### src/rtl/mtr_duty_ctrl.sv
// Motor duty/direction controller: two-stage |speed| + stiction offset pipeline,
// PWM-synchronous direction FSM with dead time, and period-based over-current shutdown.
module mtr_duty_ctrl #(
  parameter logic [10:0] MIN_DUTY  = 11'd160,
  parameter int          DEAD_CYC  = 2,
  parameter int          OVR_LIMIT = 4
) (
  input  logic        clk,
  input  logic        rst_n,
  input  logic [11:0] spd,
  input  logic        PWM_synch,
  input  logic        OVR_I_blank_n,
  input  logic        OVR_I,
  input  logic        clr_fault,
  output logic [10:0] duty,
  output logic        fwd,
  output logic        rev,
  output logic        OVR_I_shtdwn,
  output logic [1:0]  state_dbg
);

  localparam int DW = (DEAD_CYC < 2) ? 1 : $clog2(DEAD_CYC + 1);
  localparam int OW = (OVR_LIMIT < 2) ? 1 : $clog2(OVR_LIMIT + 1);
  localparam logic [DW-1:0] DEAD_INIT = DW'(DEAD_CYC);
  localparam logic [OW-1:0] OVR_MAX   = OW'(OVR_LIMIT);

  typedef enum logic [1:0] {RUN = 2'd0, DEAD = 2'd1, FAULT = 2'd2} state_t;

  state_t          state;
  logic            dir;
  logic [DW-1:0]   dead_cnt;
  logic [OW-1:0]   ovr_cnt;
  logic            hot;
  logic [11:0]     mag;
  logic            sgn1;
  logic [10:0]     duty_calc;
  logic            sgn2;
  logic            ovr_s1;
  logic            ovr_s2;
  logic [12:0]     sum13;
  logic [10:0]     calc_next;
  logic            period_hot;

  assign state_dbg = state;

  // 13-bit sum so mag=2048 plus the offset cannot wrap before saturation.
  assign sum13 = {1'b0, mag} + {2'b00, MIN_DUTY};

  always_comb begin
    calc_next = '0;
    if (mag != '0) calc_next = (sum13 > 13'd2047) ? 11'd2047 : sum13[10:0];
  end

  // The synch cycle itself is the last cycle of the period, so it counts too.
  assign period_hot = hot | (ovr_s2 & OVR_I_blank_n);

  always_ff @(posedge clk or negedge rst_n) begin
    if (!rst_n) begin
      mag       <= '0;
      sgn1      <= 1'b0;
      duty_calc <= '0;
      sgn2      <= 1'b0;
      ovr_s1    <= 1'b0;
      ovr_s2    <= 1'b0;
    end else begin
      mag       <= spd[11] ? (~spd + 12'd1) : spd;
      sgn1      <= spd[11];
      duty_calc <= calc_next;
      sgn2      <= sgn1;
      ovr_s1    <= OVR_I;
      ovr_s2    <= ovr_s1;
    end
  end

  always_ff @(posedge clk or negedge rst_n) begin
    if (!rst_n) begin
      state        <= RUN;
      dir          <= 1'b1;
      dead_cnt     <= '0;
      ovr_cnt      <= '0;
      hot          <= 1'b0;
      duty         <= '0;
      fwd          <= 1'b1;
      rev          <= 1'b0;
      OVR_I_shtdwn <= 1'b0;
    end else begin
      if (state != FAULT) begin
        if (PWM_synch) begin
          hot <= 1'b0;
          if (!period_hot)           ovr_cnt <= '0;
          else if (ovr_cnt != OVR_MAX) ovr_cnt <= ovr_cnt + 1'b1;
        end else if (ovr_s2 && OVR_I_blank_n) begin
          hot <= 1'b1;
        end
      end

      if (state != FAULT && ovr_cnt == OVR_MAX) begin
        state        <= FAULT;
        duty         <= '0;
        fwd          <= 1'b0;
        rev          <= 1'b0;
        OVR_I_shtdwn <= 1'b1;
        hot          <= 1'b0;
      end else begin
        case (state)
          RUN: if (PWM_synch) begin
            if (duty_calc == '0) begin
              duty <= '0;
            end else if (sgn2 == ~dir) begin
              duty <= duty_calc;
              fwd  <= dir;
              rev  <= ~dir;
            end else begin
              duty     <= '0;
              fwd      <= 1'b0;
              rev      <= 1'b0;
              dead_cnt <= DEAD_INIT;
              state    <= DEAD;
            end
          end
          DEAD: if (PWM_synch) begin
            dead_cnt <= dead_cnt - 1'b1;
            // Direction is taken from whatever sign is present at exit.
            if (dead_cnt == DW'(1)) begin
              dir   <= ~sgn2;
              state <= RUN;
              if (duty_calc == '0) begin
                duty <= '0;
              end else begin
                duty <= duty_calc;
                fwd  <= ~sgn2;
                rev  <= sgn2;
              end
            end
          end
          FAULT: if (clr_fault) begin
            OVR_I_shtdwn <= 1'b0;
            ovr_cnt      <= '0;
            dead_cnt     <= DEAD_INIT;
            state        <= DEAD;
          end
          default: state <= RUN;
        endcase
      end
    end
  end

endmodule

### config.mk
export PLATFORM = sky130hd
export DESIGN_NAME = mtr_duty_ctrl
export DESIGN_NICKNAME = d
export VERILOG_FILES = /design/src/rtl/mtr_duty_ctrl.sv
export SDC_FILE = /design/constraint.sdc
export NUM_CORES = 1
export LEC_CHECK = 0
export BUFFER_PORTS_ARGS = -buffer_cell sky130_fd_sc_hd__buf_2
export CAP_MARGIN = 30
export CORE_UTILIZATION = 36
export CTS_BUF_LIST = sky130_fd_sc_hd__clkbuf_16
export DETAILED_ROUTE_END_ITERATION = 8
export GPL_ROUTABILITY_DRIVEN = 0
export PLACE_DENSITY_LB_ADDON = 0.1
export RECOVER_POWER = 25
export SYNTH_ARGS = -nofsm -noshare
export SYNTH_HDL_FRONTEND = slang
export SYNTH_SLANG_ARGS = --single-unit
### constraint.sdc
create_clock -name clk -period 3.3 [get_ports clk]
set_clock_uncertainty 0.2 [all_clocks]
set_input_delay 0.66 -clock clk [delete_from_list [all_inputs] [get_ports clk]]
set_output_delay 0.66 -clock clk [all_outputs]
set_load 0.01 [all_outputs]
==> qor.yml, run 1 <==
setup_path:
  reg2reg_depth: 6
  crit_required_ps: 3280
  cp-start-kind: "flop"
  critical_path_class: "reg -> reg"
  r2r-end: "dead_cnt[0]"
  endpoint_kind: "flop"
  r2r-start: "state_dbg[0]"
  crit_path_max_fanout: 11
  ff2ff_setup_slack_ps: 1090
  worstPathArrival_ps: 2190
floorplan:
  ios: 34
  fp-row-count: 29
  initial_core_util_pct: 38.1
  die_area_um2: 7170
  die_w_um: 84.7
  die_h_um: 84.7
  core_um2: 6460
synthesis:
  synth_top_area_share_pct: 48.8
  ys_async_sr_fraction_pct: 100
  synth_edf_count: 0
  yosysSeqAreaShare_pct: 50.9
  ys_dominant_reg_cell: "dfrtp_1"
  synthCells: 225
  syn_area_um2: 2460
  synthesis.nets: 255
  yosysWarnings: 0
  synthTopCellsByArea: "dfrtp_1 (49%), ha_1 (6.1%), xnor2_1 (3.6%)"
  synth_top_area_cell: "dfrtp_1"
  syn_avg_cell_area_um2: 10.9
  ys_ff_latch: 50
  yosysUniqueCellTypes: 52
cells_and_area:
  area_growth_pct: 17.6
  fillers: 611
  drive_gt1_share_pct: 20.8
  post-route-util_pct: 44.8
  nets: 293
  seqCellArea_um2: 1250
  multi_input_area_um2: 1100
  fin_area_um2: 2900
  antenna_cells: 0
drt:
  ant_nets: 0
  wirelength_mm: 4.34
  vias: 1688
  vias_per_cell: 4.95
  drt-initial-drc-count: 39
  dr.pass1.iters: 6
  wire_per_inst_um: 12.7
  drc: 0
power:
  power.density_nw_per_um2: 819
  p_sw_share_pct: 32.6
  p_comb_share_pct: 35.0
  leakage_nw: 1.39
  intPower_w: 0.00160
  clock_power_share_pct: 27.4
  switchingPower_w: 0.000773
  peakVddDrop_uv: 254
  seqPwrFrac_pct: 37.6
timing:
  rsz0062_at_grt: "no"
  fin_crit_ps: 2210
  fin_crit_sh_pct: 67.1
  setup_violations: 0
  final_hold_viol_count: 0
  tns_ps: 0
  drv_slew: 0
  slew_headroom_pct: 20.6
  max_freq_mhz: 452
  worstMarginPinSlew_ps: 1190
clocking:
  cts_setup_buffers: 0
  cts_max_path_buffers: 2
  clkTransAtPathRegs_ps: 70
  cts_sinks: 50
  postCtsResizedCells: 0
  h-tree-depth: 2
  postCtsHoldBufs: 0
  cts-root-buf: "clkbuf_16"
  cts_tree: "built"
  insertion_delay_ps: 290
  cts_made_buffers: 5
global_routing:
  grt_remaining_overflow: 0
  grt_pass1_wl_mm: 7.65
  grt_max_degree: 51
  grt_antenna_before_repair: 0
  grt_use_total_pct: 13.5
  grt_pass1_vias: 1612
hold_path:
  min-delay-path-class: "reg -> reg"
  hp-start: "ovr_s1"
  whs_endpoint: "ovr_s2"
  min_path_cells: 0
placement:
  portBuffers: 33
  place_area_um2: 2710
  hpwl_mm: 3.33
job:
  cap_violations: 0
status:
  status: "complete, no violations"
==> power groups by stage <==
stage / Combinational [W] / Sequential (W) / Clock [W]
2_1_floorplan: 0.000592 / 0.000926 / 0
3_3_place_gp: 0.000829 / 0.000904 / 0
3_5_place_dp: 0.000838 / 0.000904 / 0
4_1_cts: 0.000841 / 0.000893 / 0.000676
5_1_grt: 0.000936 / 0.000914 / 0.000700
6_report: 0.000830 / 0.000891 / 0.000651
==> stage by stage <==
stage          std cells  hold slack, ps  total power, W  setup slack (ps)
2_1_floorplan        225             131         0.00152              1250
3_3_place_gp         333             133         0.00173              1130
3_5_place_dp         333             137         0.00174              1090
4_1_cts              341             152         0.00241              1090
5_1_grt              341             159         0.00255               935
6_report             341             149         0.00237              1090
==> flip-flops by register name, indices dropped and copies added, names as in the netlist <==
signal	cells
mag	12
duty	11
duty_calc	11
ovr_cnt	3
dead_cnt	2
state_dbg	2
OVR_I_shtdwn	1
dir	1
fwd	1
hot	1
ovr_s1	1
ovr_s2	1
rev	1
sgn1	1
sgn2	1
==> critical path, cell delays in order (launching register included) <==
cell       delay (ps)
dfrtp_1           410
inv_1             120
ha_1              350
nand3b_4          230
o21ai_2            80
a2111oi_4         370
mux2_4            330
==> how the worst max path moves through the flow <==
stage / startpoint / endpoint
after CTS: state_dbg[0] / dead_cnt[0]
after floorplan: dir / dead_cnt[0]
after global routing: state_dbg[0] / dead_cnt[0]
after global placement: state_dbg[0] / dead_cnt[0]
after detailed placement: state_dbg[0] / dead_cnt[0]
final: state_dbg[0] / dead_cnt[0]
==> synthesized netlist by cell type, types with 2 or more instances <==
cell type   n
nor3_1      2
nand2b_1   10
a21oi_1     9
o31ai_1     3
a21oi_2     2
inv_1      20
o21ai_0     2
a311oi_1    2
and3_1      3
dfstp_2     2
nand3_1     8
xnor2_1    10
and3b_1     2
nor4_2      2
a22oi_1     2
nand2_1    12
nor4_1      5
nand4_1     3
nor2_1     13
buf_6       2
xor2_1      4
o21ai_1     9
mux2i_1     5
a22o_1      6
a21o_1      2
ha_1       12
dfrtp_1    48
==> cell usage in the layout (no fill, tap or decap), types with 2 or more instances in the layout <==
master	synthesis	final
nand3_1	8	8
nor3_1	2	2
nand2_1	12	12
nand2b_1	10	10
clkbuf_1	1	2
nor4_2	2	2
a311oi_1	2	2
dfrtp_1	48	48
xnor2_1	10	10
inv_1	20	20
xor2_1	4	4
clkbuf_16	0	5
and3_1	3	3
o21ai_1	9	9
a21o_1	2	2
nor4_1	5	5
a22oi_1	2	2
and3b_1	2	2
ha_1	12	12
a21oi_1	9	9
bufinv_16	0	2
buf_2	1	31
nand4_1	3	3
o31ai_1	3	3
o21ai_0	2	2
nor2_1	13	13
mux2i_1	5	5
a21oi_2	2	2
dfstp_2	2	2
a22o_1	6	6
==> per-layer routing <==
metal	up-vias	wire length, µm	GRT usage [%]
met4	0	12	5.55
met5	-	0	0
li1	872	-	-
met2	35	1960	21.2
met1	779	2230	18.3
met3	2	144	2.95
==> cells by family after synthesis <==
group	synth area share [%]
AO/OA/AOI/OAI	13.9
XOR/XNOR	4.98
adder cells (fa/ha/maj)	6.10
buffers and inverters	4.32
flip-flops	50.9
multiplexers	2.64
AND/OR/NAND/NOR	17.1
==> cell type report <==
cell class	count	area share, %
Clock inverter	3	2.38
Tap cell	77	3.33
Multi-Input combinational cell	151	38.1
Timing Repair Buffer	35	6.05
Sequential cell	50	43.3
Clock buffer	5	4.32
Inverter	20	2.59
Power figures use the tool's default switching activity.
==> run 2, diff against run 1 <==
ABC_AREA = 1   (was default)
clock period = 1.94 ns   (was 3.3 ns; I/O delays follow)
==> run 2 against run 1 <==
Net effect:
- wire length up 2.8%
- final cell count up 24%
- sequential cell count stayed put
- register-to-register slack worse by 970 ps
- sequential share of layout area down 0.85 points
- core utilization shrank 1.1 points
- die area up 1.8%
- clock power up 26%
- count of clock-buffer cells in the layout did not move
- critical endpoint is now fwd
- largest power group unchanged
==> qor.yml, run 2 <==
drt:
  vias: 1915  # was 1688
  wirelength_mm: 4.47  # was 4.34 mm
  wl_met1_mm: 2.23  # about the same
  dr.pass1.iters: 4  # was 6
  dr_wl_met2_mm: 2.04  # was 1.96 mm
  wl_met3_um: 157  # was 144 µm
  top_layer: "met4"  # unchanged
  wire_per_inst_um: 10.6  # was 12.7 µm
  drt-initial-drc-count: 45  # was 39
  drc: 0  # unchanged
  ant_nets: 0  # unchanged
  vias_per_cell: 4.54  # was 4.95
global_routing:
  grt_max_degree: 51  # unchanged
  grt_use_total_pct: 13.7  # was 13.5%
  grt_pass1_vias: 1846  # was 1612
  grt_remaining_overflow: 0  # unchanged
  grt_pass1_wl_mm: 8.00  # was 7.65 mm
  grt_antenna_before_repair: 0  # unchanged
setup_path:
  critical_path_class: "reg -> reg"  # unchanged
  cp-startpoint: "state_dbg[0]"  # unchanged
  cp-start-kind: "flop"  # unchanged
  crit_required_ps: 1960  # was 3280 ps
  ff2ff_setup_slack_ps: 120  # was 1090 ps
  crit_chain: "inv_1, ha_1, inv_1, nand2_4, nand3_4, clkinv_2, nand2_2, or2_1, a21oi_2"  # was inv_1, ha_1, nand3b_4, o21ai_2, a2111oi_4, mux2_4
  r2r-start: "state_dbg[0]"  # unchanged
  worstPathArrival_ps: 1840  # was 2190 ps
  cp_slowest_cell: "dfrtp_1"  # unchanged
  max_stage_delay_ps: 410  # about the same
  r2r-end: "fwd"  # was dead_cnt[0]
  crit_path_max_fanout: 10  # was 11
  endpoint_kind: "flop"  # unchanged
  reg2reg_depth: 9  # was 6
  crit_top_cell: "inv_1"
power:
  leakage_nw: 1.58  # was 1.39 nW
  peakVddDrop_uv: 509  # was 254 µV
  power.density_nw_per_um2: 1290  # was 819 nW/µm²
cells_and_area:
  multi_input_area_um2: 1080  # was 1100 µm²
  largest_register_ffs: 12  # unchanged
  area_growth_pct: 18.0  # was 17.6%
  fin_area_um2: 2960  # was 2900 µm²
  final_cell_mix: "nand2_1 (73), dfrtp_1 (47), inv_1 (43)"  # was dfrtp_1 (48), buf_2 (31), inv_1 (20)
  final_common_cell: "nand2_1"  # was dfrtp_1
  nets: 371  # was 293
  reg_top3: "mag: 12 flops, duty: 11 flops, duty_calc: 11 flops"  # unchanged
  antenna_cells: 0  # unchanged
  seqCellArea_um2: 1250  # about the same
  regMostFlops: "mag"  # unchanged
  drive_gt1_share_pct: 18.1  # was 20.8%
  fillers: 681  # was 611
timing:
  fin_crit_sh_pct: 93.9  # was 67.1%
  slew_headroom_pct: 56.3  # was 20.6%
  worst_slack_ps: 118  # was 1090 ps
  fin_crit_ps: 1820  # was 2210 ps
  drv_slew: 0  # unchanged
  setup_violations: 0  # unchanged
  whs_ps: 13.5  # was 149 ps
  final_hold_viol_count: 0  # unchanged
  worstMarginPinSlew_ps: 655  # was 1190 ps
  rsz0062_at_grt: "yes"  # was no
  max_freq_mhz: 549  # was 452 MHz
job:
  cap_violations: 0  # unchanged
synthesis:
  ys_ff_latch: 50  # unchanged
  yosysWarnings: 0  # unchanged
  synthesis.nets: 328  # was 255
  ys_dominant_reg_cell: "dfrtp_1"  # unchanged
  yosysUniqueCellTypes: 29  # was 52
  synth_common_cells: "nand2_1 (73), dfrtp_1 (48), inv_1 (43)"  # was dfrtp_1 (48), inv_1 (20), nor2_1 (13)
  synth.most_common_cell: "nand2_1"  # was dfrtp_1
  synthTopCellsByArea: "dfrtp_1 (48%), nand2_1 (11%), nand3_1 (7.4%)"  # was dfrtp_1 (49%), ha_1 (6.1%), xnor2_1 (3.6%)
  syn_area_um2: 2510  # was 2460 µm²
  synth_edf_count: 0  # unchanged
  synth_top_area_cell: "dfrtp_1"  # unchanged
  yosysSeqAreaShare_pct: 50.0  # was 50.9%
  syn_avg_cell_area_um2: 8.41  # was 10.9 µm²
  synthCells: 298  # was 225
  ys_async_sr_fraction_pct: 100  # unchanged
  synth_top_area_share_pct: 47.9  # was 48.8%
hold_path:
  hp-start: "OVR_I"  # was ovr_s1
  min_path_cells: 1  # was 0
  min-delay-path-class: "in -> reg"  # was reg -> reg
  whs_endpoint: "ovr_s1"  # was ovr_s2
floorplan:
  die_area_um2: 7300  # was 7170 µm²
  initial_core_util_pct: 37.1  # was 38.1%
  core_um2: 6760  # was 6460 µm²
  ios: 34  # unchanged
  fp-row-count: 30  # was 29
  die_h_um: 85.5  # was 84.7 µm
  die_w_um: 85.5  # was 84.7 µm
status:
  status: "complete, no violations"  # unchanged
clocking:
  cts_tree: "built"  # unchanged
  cts_sinks: 50  # unchanged
  cts_made_buffers: 5  # unchanged
  h-tree-depth: 2  # unchanged
  cts-root-buf: "clkbuf_16"  # unchanged
  cts_max_path_buffers: 2  # unchanged
  clkTransAtPathRegs_ps: 60  # was 70 ps
  insertion_delay_ps: 280  # was 290 ps
placement:
  dpl_worst_slack_ps: 62.0  # was 1090 ps
  place_area_um2: 2800  # was 2710 µm²
  hpwl_mm: 3.43  # was 3.33 mm
  portBuffers: 33  # unchanged
-- run 2: changes by cell type after synthesis, moves of 5 or more --
cell	delta
xor2_1	+5
nand2b_1	-10
mux2i_1	-5
nand2_1	+61
nor2_1	+10
o21ai_0	+7
inv_1	+23
nand3_1	+29
a22o_1	-6
xnor2_1	-9
o21ai_1	-9
-- run 2: stage by stage --
stage                     util [%]  instances  power [W]  setup TNS (ps)
final                         43.8        422    0.00380               0
after global routing          43.8        422    0.00413           -64.5
after global placement        41.4        412    0.00297               0
after floorplan                  -        298    0.00256               0
after detailed placement      41.4        412    0.00298               0
after CTS                     43.6        421    0.00382               0
-- run 2: final cells by class --
type | count | share of cell area, %
repair buffers | 38 | 6.85
flip-flops and latches | 50 | 42.4
inverters | 46 | 5.88
well taps | 80 | 3.38
clock inverters | 3 | 0.550
multi-input cells | 200 | 36.7
clock buffers | 5 | 4.23
-- run 2: per-layer routing --
layer | track usage, % | vias up
li1 | - | 1030
met1 | 17.5 | 849
met2 | 23.3 | 34
met3 | 2.72 | 2
met4 | 4.55 | 0
met5 | 0 | -
-- run 2: kinds of logic after synthesis --
| group | synth area share, % |
|---|---|
| adder cells (fa/ha/maj) | 5.99 |
| buffers and inverters | 7.43 |
| flip-flops | 50.0 |
| AO/OA/AOI/OAI | 5.04 |
| AND/OR/NAND/NOR | 28.0 |
| XOR/XNOR | 3.49 |
-- run 2: worst max-delay path by stage --
stage | to | slack (ps) | depth (start not counted)
after floorplan | state_dbg[1] | 160 | 10
after global placement | fwd | 70 | 9
after detailed placement | fwd | 60 | 9
after CTS | fwd | 40 | 9
after global routing | fwd | -20 | 9
final | fwd | 120 | 9
-- run 2: timing repair --
action | in CTS | in global routing
endpoints found under the hold margin | 48 | 0
hold buffers | 1 | 0
buffers inserted | 0 | 1
resized for setup | 0 | 5
endpoints found under the setup margin | 0 | 24
-- run 2: worst max-delay path: cells and delay by family, from the launching register on --
| kind | cells | cell delay [ps] |
|---|---|---|
| AOI/OAI and AO/OA | 1 | 110 |
| adders and majority gates | 1 | 220 |
| buffers and inverters | 3 | 310 |
| and+or+nand+nor | 4 | 510 |
| DFF | 1 | 410 |
-- run 2: power breakdown --
part	total, W	switching (W)	internal (W)
registers	0.00150	0.000167	0.00134
clock network	0.000820	0.000349	0.000471
logic	0.00148	0.000904	0.000576
